===== src/rtl/clk_tick_gen_pkg.sv =====
// clk_tick_gen_pkg: shared constants for the tick/divided-clock generator
package clk_tick_gen_pkg;
    localparam int   DIV_MIN     = 1;
    localparam int   DIV_DEFAULT = 4;
    localparam logic CLKDIV_RST  = 1'b1;
endpackage


===== src/rtl/clk_tick_gen_if.sv =====
// clk_tick_gen_if: control and status bundle of the tick generator
interface clk_tick_gen_if #(parameter int WIDTH = 16);
    logic             en;
    logic [WIDTH-1:0] div_in;
    logic             div_load;
    logic             pending;
    logic [WIDTH-1:0] div_cur;
    logic [WIDTH-1:0] cnt;
    logic             tick;
    logic             clk_div;
    modport master (output en, div_in, div_load, input pending, div_cur, cnt, tick, clk_div);
    modport slave  (input en, div_in, div_load, output pending, div_cur, cnt, tick, clk_div);
endinterface


===== src/rtl/clk_tick_gen_cnt.sv =====
// clk_tick_cnt: enabled modulo-D phase counter with wrap detect and idle clear
module clk_tick_cnt
    import clk_tick_gen_pkg::*;
#(
    parameter int WIDTH = 16
) (
    input  logic             clk,
    input  logic             rst_n,
    input  logic             i_en,
    input  logic             i_clr,
    input  logic [WIDTH-1:0] i_div,
    output logic [WIDTH-1:0] o_cnt,
    output logic [WIDTH-1:0] o_cnt_next,
    output logic             o_wrap
);
    logic [WIDTH-1:0] r_cnt;
    assign o_wrap     = i_en && (r_cnt == i_div - WIDTH'(DIV_MIN));
    assign o_cnt_next = (o_wrap || i_clr) ? '0 : i_en ? r_cnt + WIDTH'(1) : r_cnt;
    assign o_cnt      = r_cnt;
    // phase register; the next value is shared with the top for clk_div
    always_ff @(posedge clk) begin
        if (!rst_n) r_cnt <= '0;
        else        r_cnt <= o_cnt_next;
    end
endmodule


===== src/rtl/clk_tick_gen.sv =====
// clk_tick_gen: clock-enable tick and divided square wave with glitch-free divisor reload
module clk_tick_gen
    import clk_tick_gen_pkg::*;
#(
    parameter int WIDTH       = 16,
    parameter int DEFAULT_DIV = DIV_DEFAULT
) (
    input  logic            clk,
    input  logic            rst_n,
    clk_tick_gen_if.slave   bus
);
    logic [WIDTH-1:0] r_div_cur, r_pend_val;
    logic [WIDTH-1:0] w_cnt, w_cnt_next, w_div_next, w_hi_len, w_div_in;
    logic             r_pending, r_tick, r_clk_div;
    logic             w_wrap, w_apply, w_apply_idle;
    assign w_div_in     = (bus.div_in == '0) ? WIDTH'(DIV_MIN) : bus.div_in;
    // a load on the same edge always wins, deferring the apply to a later boundary
    assign w_apply      = r_pending && !bus.div_load && (w_wrap || !bus.en);
    assign w_apply_idle = w_apply && !bus.en;
    assign w_div_next   = w_apply ? r_pend_val : r_div_cur;
    assign w_hi_len     = w_div_next - (w_div_next >> 1);
    clk_tick_cnt #(.WIDTH(WIDTH)) u_cnt (
        .clk        (clk),
        .rst_n      (rst_n),
        .i_en       (bus.en),
        .i_clr      (w_apply_idle),
        .i_div      (r_div_cur),
        .o_cnt      (w_cnt),
        .o_cnt_next (w_cnt_next),
        .o_wrap     (w_wrap)
    );
    // divisor reload handshake and registered tick/clk_div outputs
    always_ff @(posedge clk) begin
        if (!rst_n) begin
            r_div_cur  <= WIDTH'(DEFAULT_DIV);
            r_pending  <= 1'b0;
            r_pend_val <= '0;
            r_tick     <= 1'b0;
            r_clk_div  <= CLKDIV_RST;
        end else begin
            r_div_cur <= w_div_next;
            r_pending <= bus.div_load || (r_pending && !w_apply);
            if (bus.div_load) r_pend_val <= w_div_in;
            r_tick    <= w_wrap;
            if (bus.en || w_apply_idle) r_clk_div <= (w_cnt_next < w_hi_len);
        end
    end
    assign bus.pending = r_pending;
    assign bus.div_cur = r_div_cur;
    assign bus.cnt     = w_cnt;
    assign bus.tick    = r_tick;
    assign bus.clk_div = r_clk_div;
endmodule


===== src/flat_wrapper.sv =====
// flat-port wrapper written by rule: the top's interface ports become plain ports
module clk_tick_gen_flat import clk_tick_gen_pkg::*;
#(
    parameter int WIDTH       = 16,
    parameter int DEFAULT_DIV = DIV_DEFAULT
)
  (clk, rst_n, bus_en, bus_div_in, bus_div_load, bus_pending, bus_div_cur, bus_cnt, bus_tick, bus_clk_div);
  clk_tick_gen_if #(.WIDTH(WIDTH)) bus_i ();
  input  logic clk;
  input  logic rst_n;
  input wire logic [$bits(bus_i.en)-1:0] bus_en;
  input wire logic [$bits(bus_i.div_in)-1:0] bus_div_in;
  input wire logic [$bits(bus_i.div_load)-1:0] bus_div_load;
  output wire logic [$bits(bus_i.pending)-1:0] bus_pending;
  output wire logic [$bits(bus_i.div_cur)-1:0] bus_div_cur;
  output wire logic [$bits(bus_i.cnt)-1:0] bus_cnt;
  output wire logic [$bits(bus_i.tick)-1:0] bus_tick;
  output wire logic [$bits(bus_i.clk_div)-1:0] bus_clk_div;
  assign bus_i.en = bus_en;
  assign bus_i.div_in = bus_div_in;
  assign bus_i.div_load = bus_div_load;
  assign bus_pending = bus_i.pending;
  assign bus_div_cur = bus_i.div_cur;
  assign bus_cnt = bus_i.cnt;
  assign bus_tick = bus_i.tick;
  assign bus_clk_div = bus_i.clk_div;
  clk_tick_gen #(.WIDTH(WIDTH), .DEFAULT_DIV(DEFAULT_DIV)) u_core (.clk(clk), .rst_n(rst_n), .bus(bus_i));
endmodule

===== config.mk =====
export PLATFORM = sky130hd
export DESIGN_NAME = clk_tick_gen_flat
export DESIGN_NICKNAME = d
export VERILOG_FILES = /design/src/rtl/clk_tick_gen_pkg.sv /design/src/rtl/clk_tick_gen_if.sv /design/src/rtl/clk_tick_gen_cnt.sv /design/src/rtl/clk_tick_gen.sv /design/src/flat_wrapper.sv
export SDC_FILE = /design/constraint.sdc
export NUM_CORES = 1
export LEC_CHECK = 0
export CAP_MARGIN = 20
export CORE_MARGIN = 3
export CORE_UTILIZATION = 44
export CTS_BUF_LIST = sky130_fd_sc_hd__clkbuf_2 sky130_fd_sc_hd__clkbuf_4 sky130_fd_sc_hd__clkbuf_8
export DETAILED_ROUTE_END_ITERATION = 8
export GPL_TIMING_DRIVEN = 0
export MAX_ROUTING_LAYER = met4
export PLACE_DENSITY = 0.69
export SLEW_MARGIN = 5
export SYNTH_ARGS = -nofsm -noshare
export SYNTH_HDL_FRONTEND = slang
export SYNTH_SLANG_ARGS = --single-unit

===== constraint.sdc =====
create_clock -name clk -period 17.2 [get_ports clk]
set_input_delay 4.3 -clock clk [delete_from_list [all_inputs] [get_ports clk]]
set_output_delay 4.3 -clock clk [all_outputs]
set_load 0.01 [all_outputs]

==> metrics.csv, run 1 <==
metric;value;unit
cp_max_fo;10;
synth_fp_nets;524;
rsz0062_at_grt;no;
syn_inst;471;
fin_skew;0.008070;ns
worst_pin_slew;0.6113;ns
drv_cap;0;
final_hold_viol_count;0;
fin_crit_sh;56.02;%
die_h;99.15;um
setup_violations;0;
grt_max_degree;18;
root_buffer;clkbuf_8;
cts_buffer_depth;2;
post-cts-setup-buffers;0;
synth-seq-cells;51;
final_nets;585;
drive_above_1_share;6.567;%
vias;3548;
antenna_found_initial;0;
post_cts_resized;0;
dr.pass1.iters;4;
fin_crit;9.635;ns
core_area;8341;um2
ys_types;54;
hold_slack;0.4902;ns
grt_pass1_vias;3519;
tns;0;ns
cts.clk_slew.worst_paths;0.10;ns
synth-seq-area-share;26.75;%
syn_to_final_growth;20.03;%
clock_sinks;51;
cp_data_required_time;17.44;ns
synth_flop_cell;dfxtp_1;
async_flop_share;0;%
drtIter0Drc;104;
drc;0;
path_class;in -> reg;
fillCellCount;827;
clkLatencyLatePin;0.31;ns
synth_area_per_cell;8.105;um2
endpoint_kind;flip-flop;
ys_warn_count;0;
rows;33;
fp.dieW;99.15;um
critPathArrivalTime;9.87;ns
layout_common_cells;61 x nor2_1, 54 x clkdlybuf4s50_1, 51 x dfxtp_1;
r2r_slack;10.39;ns
p_leak;1.902;nW
cts_buffers;5;
hpwlAfterDp;8157;um
cp-start-kind;input pin;
die_area;9830;um2
postCtsHoldBufs;0;
final_common_cell;nor2_1;
drv_slew;0;
grt.total_usage;21.32;%
wire_per_inst;15.54;um
synth_area_leader_cell;dfxtp_1;
grt_pass1_wl;16570;um
start_util;45.77;%
hold_class;reg -> reg;
synth_top_cell_area_share;26.75;%
status;finished, final reports clean;
ioPinCount;55;
tritoncts;built;
fmax;0.1038;GHz
place.gp.congestion;0.8734;
totalWireLength;9913;um
io_buffers;54;
grt_overflow;0;
power.density;58.73;nW/um2
vias_per_cell;5.561;
synth_area_leaders;dfxtp_1 27%, ha_1 10%, xnor2_1 8.0%;
htreeDepth;2;
synth-edff-count;0;
netlist_area;3817;um2
antenna_cells;0;
max_slew_margin;59.24;%
ant_nets;0;
ir_worst_vdd;0.00004000;V
==> flip-flops by register name, summed over array words and instances, names as in the netlist <==
register            cells
u_core.u_cnt.o_cnt     16
u_core.bus.clk_div      1
u_core.bus.pending      1
u_core.bus.tick         1
u_core.bus.div_cur     16
u_core.r_pend_val      16
==> metrics by stage <==
step | setup slack (ns) | power [mW] | instances | cell area (um2) | utilization, %
after floorplan | 8.570 | 0.1776 | 471 | 3817 | -
after global placement | 7.321 | 0.1966 | 630 | 4489 | 53.83
after detailed placement | 7.276 | 0.1983 | 630 | 4489 | 53.83
after CTS | 7.574 | 0.2715 | 638 | 4582 | 54.94
after global routing | 7.047 | 0.2851 | 638 | 4582 | 54.94
final | 7.565 | 0.2691 | 638 | 4582 | 54.94
==> cell usage after synthesis (all sizes together) (3+ instances only) <==
library cell  count
nand4             4
a211oi            4
and3              7
and2             16
dfxtp            51
or2               4
nor2             61
clkbuf            9
o21a              5
o21ai            25
a21boi            3
nor4             11
a21o             11
nand2            30
nor2b             5
ha               32
buf              10
xnor2            35
a21oi            30
inv               8
mux2i            15
nand3            27
a31oi             4
or3               4
nor3             16
nand2b            9
xor2             10
==> cell type report <==
| class | count | area [um2] | area share [%] |
|---|---|---|---|
| multi-input combinational | 393 | 2680 | 58.49 |
| sequential | 51 | 1021 | 22.28 |
| timing repair buffer | 54 | 540.5 | 11.80 |
| tap | 105 | 131.4 | 2.867 |
| buffer | 19 | 86.33 | 1.884 |
| clock buffer | 5 | 68.82 | 1.502 |
| inverter | 8 | 30.03 | 0.6554 |
| clock inverter | 3 | 23.77 | 0.5188 |
==> cell families after synthesis <==
family	Yosys count	share of synthesized area [%]
AO/OA/AOI/OAI	97	16.55
XOR/XNOR	45	10.32
adder cells (fa/ha/maj)	33	11.01
buffers and inverters	27	3.048
flip-flops	51	26.75
multiplexers	15	3.933
AND/OR/NAND/NOR	203	28.38
==> layer usage <==
| metal | up-vias | global-route usage [%] | share of wire (%) |
|---|---|---|---|
| li1 | 1804 | - | - |
| met5 | - | - | 0 |
| met1 | 1644 | 27.89 | 46 |
| met3 | 10 | 2.525 | 5.4 |
| met2 | 90 | 35.64 | 47 |
| met4 | 0 | 4.412 | 0.97 |
==> path summary, 6_finish.rpt <==
path	cells past startpoint	to	from
worst max-delay path	25	u_core.bus.clk_div	bus_div_load
worst min-delay path	2	u_core.bus.div_cur[10]	u_core.r_pend_val[10]
worst max register to register	29	u_core.bus.clk_div	u_core.bus.div_cur[0]
worst min register to register	2	u_core.bus.div_cur[10]	u_core.r_pend_val[10]
==> report_power, final <==
group | total [mW] | leakage, nW | switching (mW) | internal [mW]
combinational | 0.0699 | 1.44 | 0.0373 | 0.0327
sequential | 0.125 | 0.415 | 0.00377 | 0.122
clock | 0.0738 | 0.0461 | 0.0443 | 0.0295
==> worst max-delay path, stage by stage <==
cell and delay, ns:
clkdlybuf4s50_1 0.48, clkbuf_1 0.48, nand2b_1 0.18, clkbuf_1 0.34
clkbuf_1 0.41, o21ai_0 0.23, nand2_1 0.14, ha_1 0.23
nor2b_1 0.12, o21ai_0 0.21, a21oi_1 0.13, o21ai_0 0.27
a211oi_1 0.19, a21o_1 0.21, a211o_1 0.30, nand2_1 0.09
ha_1 0.25, a21o_1 0.16, a21o_1 0.17, a21o_1 0.17
a21o_1 0.17, a21oi_1 0.14, o21ai_0 0.10, a32o_1 0.26
a31oi_1 0.12
Power figures use the tool's default switching activity.
==> run 2: changes to the inputs <==
Settings changed: PLACE_DENSITY 0.69 to 0.71.
Clock period 17.2 ns to 8.5 ns, I/O delays scaled along.
==> metrics.csv, run 2 (same netlist as run 1, synthesis figures left out) <==
metric;value;unit
status;finished, final reports clean;
root_buffer;clkbuf_8;
post-cts-setup-buffers;0;
tritoncts;built;
core_area;8341;um2
final_common_cell;nor2_1;
fin_skew;0.01623;ns
vias_per_cell;5.586;
ant_nets;0;
syn_to_final_growth;20.62;%
fin_crit_sh;88.51;%
vias;3564;
drv_slew;0;
die_h;99.15;um
wire_per_inst;15.81;um
final_nets;585;
critPathArrivalTime;7.77;ns
cts.clk_slew.worst_paths;0.11;ns
place_inst;630;
grt_pass1_wl;16880;um
totalWireLength;10090;um
drive_above_1_share;6.567;%
drc;0;
cp_slowest_cell;clkbuf_1;
dpl-instance-area;4489;um2
slowest_delay;0.49;ns
die_area;9830;um2
drtIter0Drc;104;
dr.pass1.iters;5;
worst_pin_slew;0.6183;ns
place.gp.congestion;0.9077;
cp_max_fo;10;
setup_violations;0;
cp_data_required_time;8.74;ns
p_leak;1.915;nW
min_path_cells;2;
cp-start-kind;input pin;
fin_crit;7.524;ns
max_slew_margin;58.78;%
ir_worst_vdd;0.00006869;V
cts_buffers;5;
hold_start;u_core.r_pend_val[11];
r2r_start;u_core.bus.div_cur[0];
fmax;0.1329;GHz
final_hold_viol_count;0;
rr_worst_depth;29;
path_class;in -> reg;
setup.worst_path.start;bus_div_load;
hold_class;reg -> reg;
start_util;45.77;%
grt_pass1_vias;3486;
grt.total_usage;21.83;%
post_cts_resized;0;
design_area;4604;um2
endpoint_kind;flip-flop;
power;0.5779;mW
stdcell_count;638;
hpwlAfterDp;8287;um
layout_setup_ws;0.9764;ns
postCtsHoldBufs;0;
drv_cap;0;
tns;0;ns
io_buffers;54;
antenna_found_initial;0;
rows;33;
grt_max_degree;17;
fp.dieW;99.15;um
dpl_worst_slack;0.6542;ns
layout_common_cells;61 x nor2_1, 54 x clkdlybuf4s50_1, 51 x dfxtp_1;
rsz0062_at_grt;no;
htreeDepth;2;
ioPinCount;55;
grt_overflow;0;
power.density;125.5;nW/um2
antenna_cells;0;
clkLatencyLatePin;0.31;ns
cts_buffer_depth;2;
clock_sinks;51;
run 2: area by class of cell:
type | instances | area, um2
Multi-Input combinational cell | 393 | 2680
Clock buffer | 6 | 76.32
Clock inverter | 2 | 38.79
Sequential cell | 51 | 1021
Buffer | 19 | 86.33
Timing Repair Buffer | 54 | 540.5
Tap cell | 105 | 131.4
Fill cell | 782 | 3736
Inverter | 8 | 30.03
run 2: layer usage:
layer  vias to the layer above  wire (um)  GRT usage [%]
li1                       1798          -              -
met1                      1663       4654          28.28
met2                        91       4724          36.52
met3                        12        581          2.945
met4                         0        125          4.622
met5                         -          0              -
run 2: worst max-delay path, delay by kind of cell:
family,cells,cell delay (ns)
AOI/OAI and AO/OA,13,2.21
buffers and inverters,4,1.76
adders and majority gates,3,0.92
and+or+nand+nor,4,0.62
xor gates and xnor gates,1,0.14
run 2: where the power goes:
group	switching [mW]	internal [mW]	leakage [nW]	total (mW)
logic	0.0774	0.0661	1.44	0.143
registers	0.00770	0.246	0.415	0.254
clock network	0.0882	0.0924	0.0592	0.181
total	0.173	0.405	1.92	0.578
run 2: final timing paths:
kind,endpoint,slack [ns]
max reg2reg,u_core.bus.clk_div,1.58
min,u_core.bus.div_cur[11],0.49
max,u_core.bus.clk_div,0.98
min reg2reg,u_core.bus.div_cur[11],0.49
run 2: per-stage QoR:
stage                     utilization [%]  hold WS (ns)
after floorplan                         -        0.4545
after global placement              53.83        0.4725
after detailed placement            53.83        0.4801
after CTS                           55.21        0.4968
after global routing                55.21        0.5262
final                               55.21        0.4922
